$ cat src/rtl/sap2_io_pkg.sv
// sap2_io_pkg
//   Shared definitions for the SAP-2 I/O port blocks: serial tx state
//   encoding, default port numbers and the serial frame length.
package sap2_io_pkg;

   typedef enum logic [1:0] {
      IDLE  = 2'd0,
      START = 2'd1,
      DATA  = 2'd2,
      STOP  = 2'd3
   } tx_state_t;

   localparam logic [7:0] PORT3_DEFAULT = 8'h03;
   localparam logic [7:0] PORT4_DEFAULT = 8'h04;

   // start + 8 data + stop
   localparam int FRAME_BITS = 10;

endpackage

$ cat src/rtl/sap2_output_port_if.sv
// sap2_output_port_if
//   Bus between the SAP-2 controller side and the output-port responder.
//   Ports:
//     iBus      W-bus data during OUT
//     iPortSel  port byte of the OUT instruction
//     iLo       output-load strobe, one cycle per OUT
//     iAck      port-3 device acknowledge (level)
//     oPort3    port-3 parallel data
//     oReady3   port-3 holds unconsumed data
//     oSerial   port-4 serial line, idles high
//     oBusy     either port occupied
//     oErr      one-cycle pulse: OUT dropped, target port busy
//   Modports: master = sequencer/testbench side, slave = responder side.
interface sap2_output_port_if;

   logic [7:0] iBus;
   logic [7:0] iPortSel;
   logic       iLo;
   logic       iAck;
   logic [7:0] oPort3;
   logic       oReady3;
   logic       oSerial;
   logic       oBusy;
   logic       oErr;

   modport master (
      output iBus, iPortSel, iLo, iAck,
      input  oPort3, oReady3, oSerial, oBusy, oErr
   );

   modport slave (
      input  iBus, iPortSel, iLo, iAck,
      output oPort3, oReady3, oSerial, oBusy, oErr
   );

endinterface

$ cat src/rtl/sap2_serial_tx.sv
// sap2_serial_tx
//   Port-4 serial transmitter: 8N1 frame, LSB first, BAUD_DIV clocks/bit.
//   Ports:
//     i_clk, i_rst_n  clock / async active-low reset
//     i_load, i_data  start a frame with i_data (taken only when o_ready)
//     o_line          registered serial line, idles high
//     o_busy          FSM not in IDLE
//     o_ready         a load this cycle would be accepted
//
//   state | meaning
//   ------+------------------------------------------
//   IDLE  | line high, waiting for a load
//   START | line low for one bit time
//   DATA  | shifting out 8 bits, LSB first
//   STOP  | line high for one bit time
module sap2_serial_tx
   import sap2_io_pkg::*;
#(
   parameter int BAUD_DIV = 4
) (
   input  logic       i_clk,
   input  logic       i_rst_n,
   input  logic       i_load,
   input  logic [7:0] i_data,
   output logic       o_line,
   output logic       o_busy,
   output logic       o_ready
);

   localparam int             BW        = (BAUD_DIV > 1) ? $clog2(BAUD_DIV) : 1;
   localparam logic [BW-1:0]  BAUD_LAST = BW'(BAUD_DIV - 1);

   tx_state_t     r_state;
   logic [BW-1:0] r_baud;
   logic [2:0]    r_bit;
   logic [7:0]    r_shift;
   logic          r_line;

   logic w_baud_end;

   assign w_baud_end = (r_baud == BAUD_LAST);

   // The last stop-bit cycle also accepts a load so frames can run
   // back to back with no idle cycle between them.
   assign o_ready = (r_state == IDLE) || ((r_state == STOP) && w_baud_end);
   assign o_busy  = (r_state != IDLE);
   assign o_line  = r_line;

   always_ff @(posedge i_clk or negedge i_rst_n) begin
      if (!i_rst_n) begin
         r_state <= IDLE;
         r_baud  <= '0;
         r_bit   <= '0;
         r_shift <= '0;
         r_line  <= 1'b1;
      end else if (i_load && o_ready) begin
         r_state <= START;
         r_baud  <= '0;
         r_bit   <= '0;
         r_shift <= i_data;
         r_line  <= 1'b0;
      end else begin
         case (r_state)
            IDLE: begin
               r_line <= 1'b1;
            end
            START: begin
               if (w_baud_end) begin
                  r_baud  <= '0;
                  r_bit   <= '0;
                  r_state <= DATA;
                  r_line  <= r_shift[0];
               end else begin
                  r_baud <= r_baud + BW'(1);
               end
            end
            DATA: begin
               if (w_baud_end) begin
                  r_baud <= '0;
                  // 3-bit counter wraps 7 -> 0 on entry to STOP
                  r_bit  <= r_bit + 3'd1;
                  if (r_bit == 3'd7) begin
                     r_state <= STOP;
                     r_line  <= 1'b1;
                  end else begin
                     r_shift <= r_shift >> 1;
                     r_line  <= r_shift[1];
                  end
               end else begin
                  r_baud <= r_baud + BW'(1);
               end
            end
            STOP: begin
               if (w_baud_end) begin
                  r_baud  <= '0;
                  r_state <= IDLE;
                  r_line  <= 1'b1;
               end else begin
                  r_baud <= r_baud + BW'(1);
               end
            end
            default: begin
               r_state <= IDLE;
               r_line  <= 1'b1;
            end
         endcase
      end
   end

endmodule

$ cat src/rtl/sap2_output_port.sv
// sap2_output_port
//   SAP-2 OUT-instruction responder. Decodes the port byte on the output
//   load strobe and delivers the W-bus value to port 3 (parallel with
//   ready/ack handshake) or port 4 (serial transmitter).
//   Ports:
//     inCLK    system clock
//     inRST    async active-low reset
//     if_port  slave side of sap2_output_port_if (bus, strobe, ack, outputs)
module sap2_output_port
   import sap2_io_pkg::*;
#(
   parameter int         BAUD_DIV = 4,
   parameter logic [7:0] PORT3    = PORT3_DEFAULT,
   parameter logic [7:0] PORT4    = PORT4_DEFAULT
) (
   input  logic                 inCLK,
   input  logic                 inRST,
   sap2_output_port_if.slave    if_port
);

   logic [7:0] r_port3;
   logic       r_ready3;
   logic       r_err;

   logic w_sel3;
   logic w_sel4;
   logic w_tx_busy;
   logic w_tx_ready;
   logic w_tx_line;

   assign w_sel3 = if_port.iLo && (if_port.iPortSel == PORT3);
   assign w_sel4 = if_port.iLo && (if_port.iPortSel == PORT4);

   always_ff @(posedge inCLK or negedge inRST) begin
      if (!inRST) begin
         r_port3  <= '0;
         r_ready3 <= 1'b0;
         r_err    <= 1'b0;
      end else begin
         r_err <= (w_sel3 && r_ready3) || (w_sel4 && !w_tx_ready);
         // A rejected write does not block an ack in the same cycle.
         if (w_sel3 && !r_ready3) begin
            r_port3  <= if_port.iBus;
            r_ready3 <= 1'b1;
         end else if (r_ready3 && if_port.iAck) begin
            r_ready3 <= 1'b0;
         end
      end
   end

   sap2_serial_tx #(
      .BAUD_DIV (BAUD_DIV)
   ) u_tx (
      .i_clk   (inCLK),
      .i_rst_n (inRST),
      .i_load  (w_sel4),
      .i_data  (if_port.iBus),
      .o_line  (w_tx_line),
      .o_busy  (w_tx_busy),
      .o_ready (w_tx_ready)
   );

   assign if_port.oPort3  = r_port3;
   assign if_port.oReady3 = r_ready3;
   assign if_port.oSerial = w_tx_line;
   assign if_port.oBusy   = r_ready3 | w_tx_busy;
   assign if_port.oErr    = r_err;

endmodule

$ cat src/flat_wrapper.sv
// flat-port wrapper written by rule: the top's interface ports become plain ports
module sap2_output_port_flat import sap2_io_pkg::*;
#(
   parameter int         BAUD_DIV = 4,
   parameter logic [7:0] PORT3    = PORT3_DEFAULT,
   parameter logic [7:0] PORT4    = PORT4_DEFAULT
)
  (inCLK, inRST, if_port_iBus, if_port_iPortSel, if_port_iLo, if_port_iAck, if_port_oPort3, if_port_oReady3, if_port_oSerial, if_port_oBusy, if_port_oErr);
  sap2_output_port_if if_port_i ();
  input  logic inCLK;
  input  logic inRST;
  input wire logic [$bits(if_port_i.iBus)-1:0] if_port_iBus;
  input wire logic [$bits(if_port_i.iPortSel)-1:0] if_port_iPortSel;
  input wire logic [$bits(if_port_i.iLo)-1:0] if_port_iLo;
  input wire logic [$bits(if_port_i.iAck)-1:0] if_port_iAck;
  output wire logic [$bits(if_port_i.oPort3)-1:0] if_port_oPort3;
  output wire logic [$bits(if_port_i.oReady3)-1:0] if_port_oReady3;
  output wire logic [$bits(if_port_i.oSerial)-1:0] if_port_oSerial;
  output wire logic [$bits(if_port_i.oBusy)-1:0] if_port_oBusy;
  output wire logic [$bits(if_port_i.oErr)-1:0] if_port_oErr;
  assign if_port_i.iBus = if_port_iBus;
  assign if_port_i.iPortSel = if_port_iPortSel;
  assign if_port_i.iLo = if_port_iLo;
  assign if_port_i.iAck = if_port_iAck;
  assign if_port_oPort3 = if_port_i.oPort3;
  assign if_port_oReady3 = if_port_i.oReady3;
  assign if_port_oSerial = if_port_i.oSerial;
  assign if_port_oBusy = if_port_i.oBusy;
  assign if_port_oErr = if_port_i.oErr;
  sap2_output_port #(.BAUD_DIV(BAUD_DIV), .PORT3(PORT3), .PORT4(PORT4)) u_core (.inCLK(inCLK), .inRST(inRST), .if_port(if_port_i));
endmodule
$ cat config.mk
export PLATFORM = sky130hd
export DESIGN_NAME = sap2_output_port_flat
export DESIGN_NICKNAME = d
export VERILOG_FILES = /design/src/rtl/sap2_io_pkg.sv /design/src/rtl/sap2_output_port_if.sv /design/src/rtl/sap2_serial_tx.sv /design/src/rtl/sap2_output_port.sv /design/src/flat_wrapper.sv
export SDC_FILE = /design/constraint.sdc
export NUM_CORES = 1
export LEC_CHECK = 0
export BUFFER_PORTS_ARGS = -buffer_cell sky130_fd_sc_hd__buf_4
export CAP_MARGIN = 30
export CORE_AREA = 2 2 58 60
export DETAILED_ROUTE_END_ITERATION = 10
export DIE_AREA = 0 0 60 62
export GPL_TIMING_DRIVEN = 1
export PLACE_DENSITY = 0.66
export REMOVE_ABC_BUFFERS = 1
export SYNTH_ARGS = -nofsm -noshare
export SYNTH_HDL_FRONTEND = slang
export SYNTH_HIERARCHICAL = 1
export SYNTH_SLANG_ARGS = --single-unit
$ cat constraint.sdc
create_clock -name inCLK -period 2 [get_ports inCLK]
set_input_delay 0.4 -clock inCLK [delete_from_list [all_inputs] [get_ports inCLK]]
set_output_delay 0.4 -clock inCLK [all_outputs]
set_load 0.03 [all_outputs]
==> results.yml <==
critical_path:
  timing.rr.end: "u_core/if_port.oErr"
  worstSetupStartpoint: "u_core/u_tx/r_state[0]"
  r2r_start: "u_core/u_tx/r_state[0]"
  cp-start-kind: "flip-flop"
  required_ns: 1.60
  worstSetupEndpoint: "if_port_oBusy"
  reg2reg_slack_ns: 0.21
  path_class: "flip-flop to output pin"
  arrival_ns: 1.51
  r2r_cells: 5
  critPathMaxFanout: 6
  crit_path_end_kind: "output pin"
routing:
  route.vias.total: 985
  viasPerCell: 4.93
  wl_met1_um: 1060
  first_pass_iters: 3
  wl_met3_um: 91
  dr.first_iter.drc_count: 16
  drc: 0
  wl_met2_um: 1370
  drt_wl_total_um: 2520
  wire_per_inst_um: 12.6
  top_layer_used: "met3"
  ant_nets: 0
yosys:
  avgSynthCellArea_um2: 11.3
  synthCells: 116
  synth_edf_count: 0
  synth.most_common_cell: "dfrtp_1"
  yosysWarnings: 6
  ys_types: 31
  seq_area_frac_synth_pct: 49.5
  yosysTopAreaCellShare_pct: 47.5
  ys_ff_latch: 26
  yosys-top-cells-count: "dfrtp_1, nand2_1, o21ai_0"
  ys.flop_type: "dfrtp_1"
  synth_area_mm2: 0.00132
  synth_area_leader_cell: "dfrtp_1"
  synth_area_leaders: "dfrtp_1, ha_1, mux2_2"
  async_flop_share_pct: 100
clock_network:
  clkLatencyLatePin_ns: 0.32
  cts-root-buf: "clkbuf_4"
  cts_tree: "built"
  h-tree-depth: 1
  clock_sinks: 26
  numCtsBuffers: 3
  cts_buffer_depth: 2
  clk_pin_slew_ns: 0.14
floorplanning:
  die_width_um: 60
  dieArea_mm2: 0.00372
  num_rows: 21
  core-area_mm2: 0.00318
  io-pin-count: 32
  start_util_pct: 41.4
  fp.dieH_um: 62
sta:
  finalHoldViolations: 0
  slew_violations: 0
  rsz0062_at_grt: "false"
  fin_crit_sh_pct: 95.6
  worst_slew_pin_slew_ns: 0.377
  timing.final.ws_setup_ns: 0.0881
  min_period_ns: 1.91
  skew_ns: 0.00342
  fmax_mhz: 523
  setup_violations: 0
  max_slew_margin_pct: 74.7
cells_and_area:
  finalNonFillerCells: 200
  nets: 183
  synthToLayoutAreaGrowth_pct: 28.9
  num_antenna_cells: 0
  drive_gt1_share_pct: 39.0
status:
  status: "finished, final reports clean"
hold_path:
  min-delay-path-class: "primary input to flip-flop"
pwr:
  p_leak_nw: 0.828
  max-vdd-ir-drop_mv: 0.415
  power.density_mw_per_mm2: 1120
flow_run:
  drv_cap: 0
global_routing:
  grt_antenna_before_repair: 0
  grt_overflow_total: 0
  gr-usage-all-layers_pct: 15.6
  grt_pass1_vias: 1028
  grt_pass1_wl_um: 4400
  grt_max_degree: 27
placed_design:
  dp_slack_ns: -0.0210
  dp_hpwl_um: 1800
  gp_congestion: 0.772
  dpl.cell_count: 193
  io_buffers: 31
[layer usage]
metal | up-vias | track usage, %
li1 | 487 | -
met5 | - | 0
met1 | 481 | 17.8
met4 | 0 | 4.44
met3 | 0 | 3.93
met2 | 17 | 28.9
[what timing repair did]
action | in CTS | in global routing
resized for setup | 2 | 1
setup buffers | 2 | 0
endpoints found under the hold margin | 25 | 0
pin swaps | 0 | 0
hold buffers | 1 | 0
endpoints found under the setup margin | 1 | 1
[power breakdown]
group          switching (W)  leakage (nW)  total [W]  internal, W
registers          0.0000852         0.317   0.000766     0.000681
clock network       0.000157        0.0210   0.000269     0.000111
logic               0.000460         0.490   0.000861     0.000401
[state kept, by name (all words and copies together), names as in the netlist]
register	cells
u_core/if_port.oErr	1
u_core/if_port.oPort3	8
u_core/if_port.oReady3	1
u_core/u_tx/o_line	1
u_core/u_tx/r_baud	2
u_core/u_tx/r_bit	3
u_core/u_tx/r_shift	8
u_core/u_tx/r_state	2
[kinds of logic (layout without fill, tap and decap cells)]
family	count (synthesis)	after routing	synth area share (%)
and+or+nand+nor	32	32	14.8
DFF	26	26	49.5
AOI/OAI and AO/OA	25	25	11.7
muxes	16	16	12.9
buffers and inverters	9	47	3.42
adders and majority gates	8	8	7.60
[stage by stage]
step / hold slack [ns] / cell area, um^2 / power, W / TNS, ns / utilization (%)
3_5_place_dp: 0.329 / 1620 / 0.00155 / -0.0210 / 51.0
3_3_place_gp: 0.329 / 1620 / 0.00151 / 0 / 51.0
5_1_grt: 0.253 / 1700 / 0.00204 / 0 / 53.4
6_report: 0.242 / 1700 / 0.00190 / 0 / 53.4
4_1_cts: 0.231 / 1700 / 0.00189 / 0 / 53.4
2_1_floorplan: 0.104 / 1290 / 0.00133 / 0 / -
[worst max-delay path, stage by stage (launching register included)]
cell     delay (ns)
dfrtp_1        0.41
inv_1          0.12
ha_4           0.18
inv_1          0.04
or2_2          0.26
buf_4          0.17
[placed cells by master (no fill, tap or decap), types with 2 or more instances in the layout]
cell      instances
buf_4            36
dfrtp_1          25
nand2_1          13
o21ai_0          12
mux2_2            8
mux2i_1           8
nor2_1            7
ha_1              7
a21oi_1           5
inv_1             4
clkbuf_4          3
a32oi_1           2
[how the worst min path moves through the flow]
stage	cells after the start	from	endpoint
after detailed placement	1	inRST	u_core/u_tx/r_baud[0]
after global routing	2	if_port_iAck	u_core/if_port.oReady3
after global placement	1	inRST	u_core/u_tx/r_baud[0]
after CTS	2	if_port_iAck	u_core/if_port.oReady3
after floorplan	0	inRST	u_core/if_port.oErr
final	2	if_port_iAck	u_core/if_port.oReady3
[area by class of cell]
type / instances / area (um^2)
sequential: 26 / 652
clock buffer: 4 / 36.3
fill: 297 / 1480
tap: 46 / 57.6
multi-input combinational: 81 / 632
timing repair buffer: 38 / 300
inverter: 5 / 18.8
(Power assumes the default switching activity.)
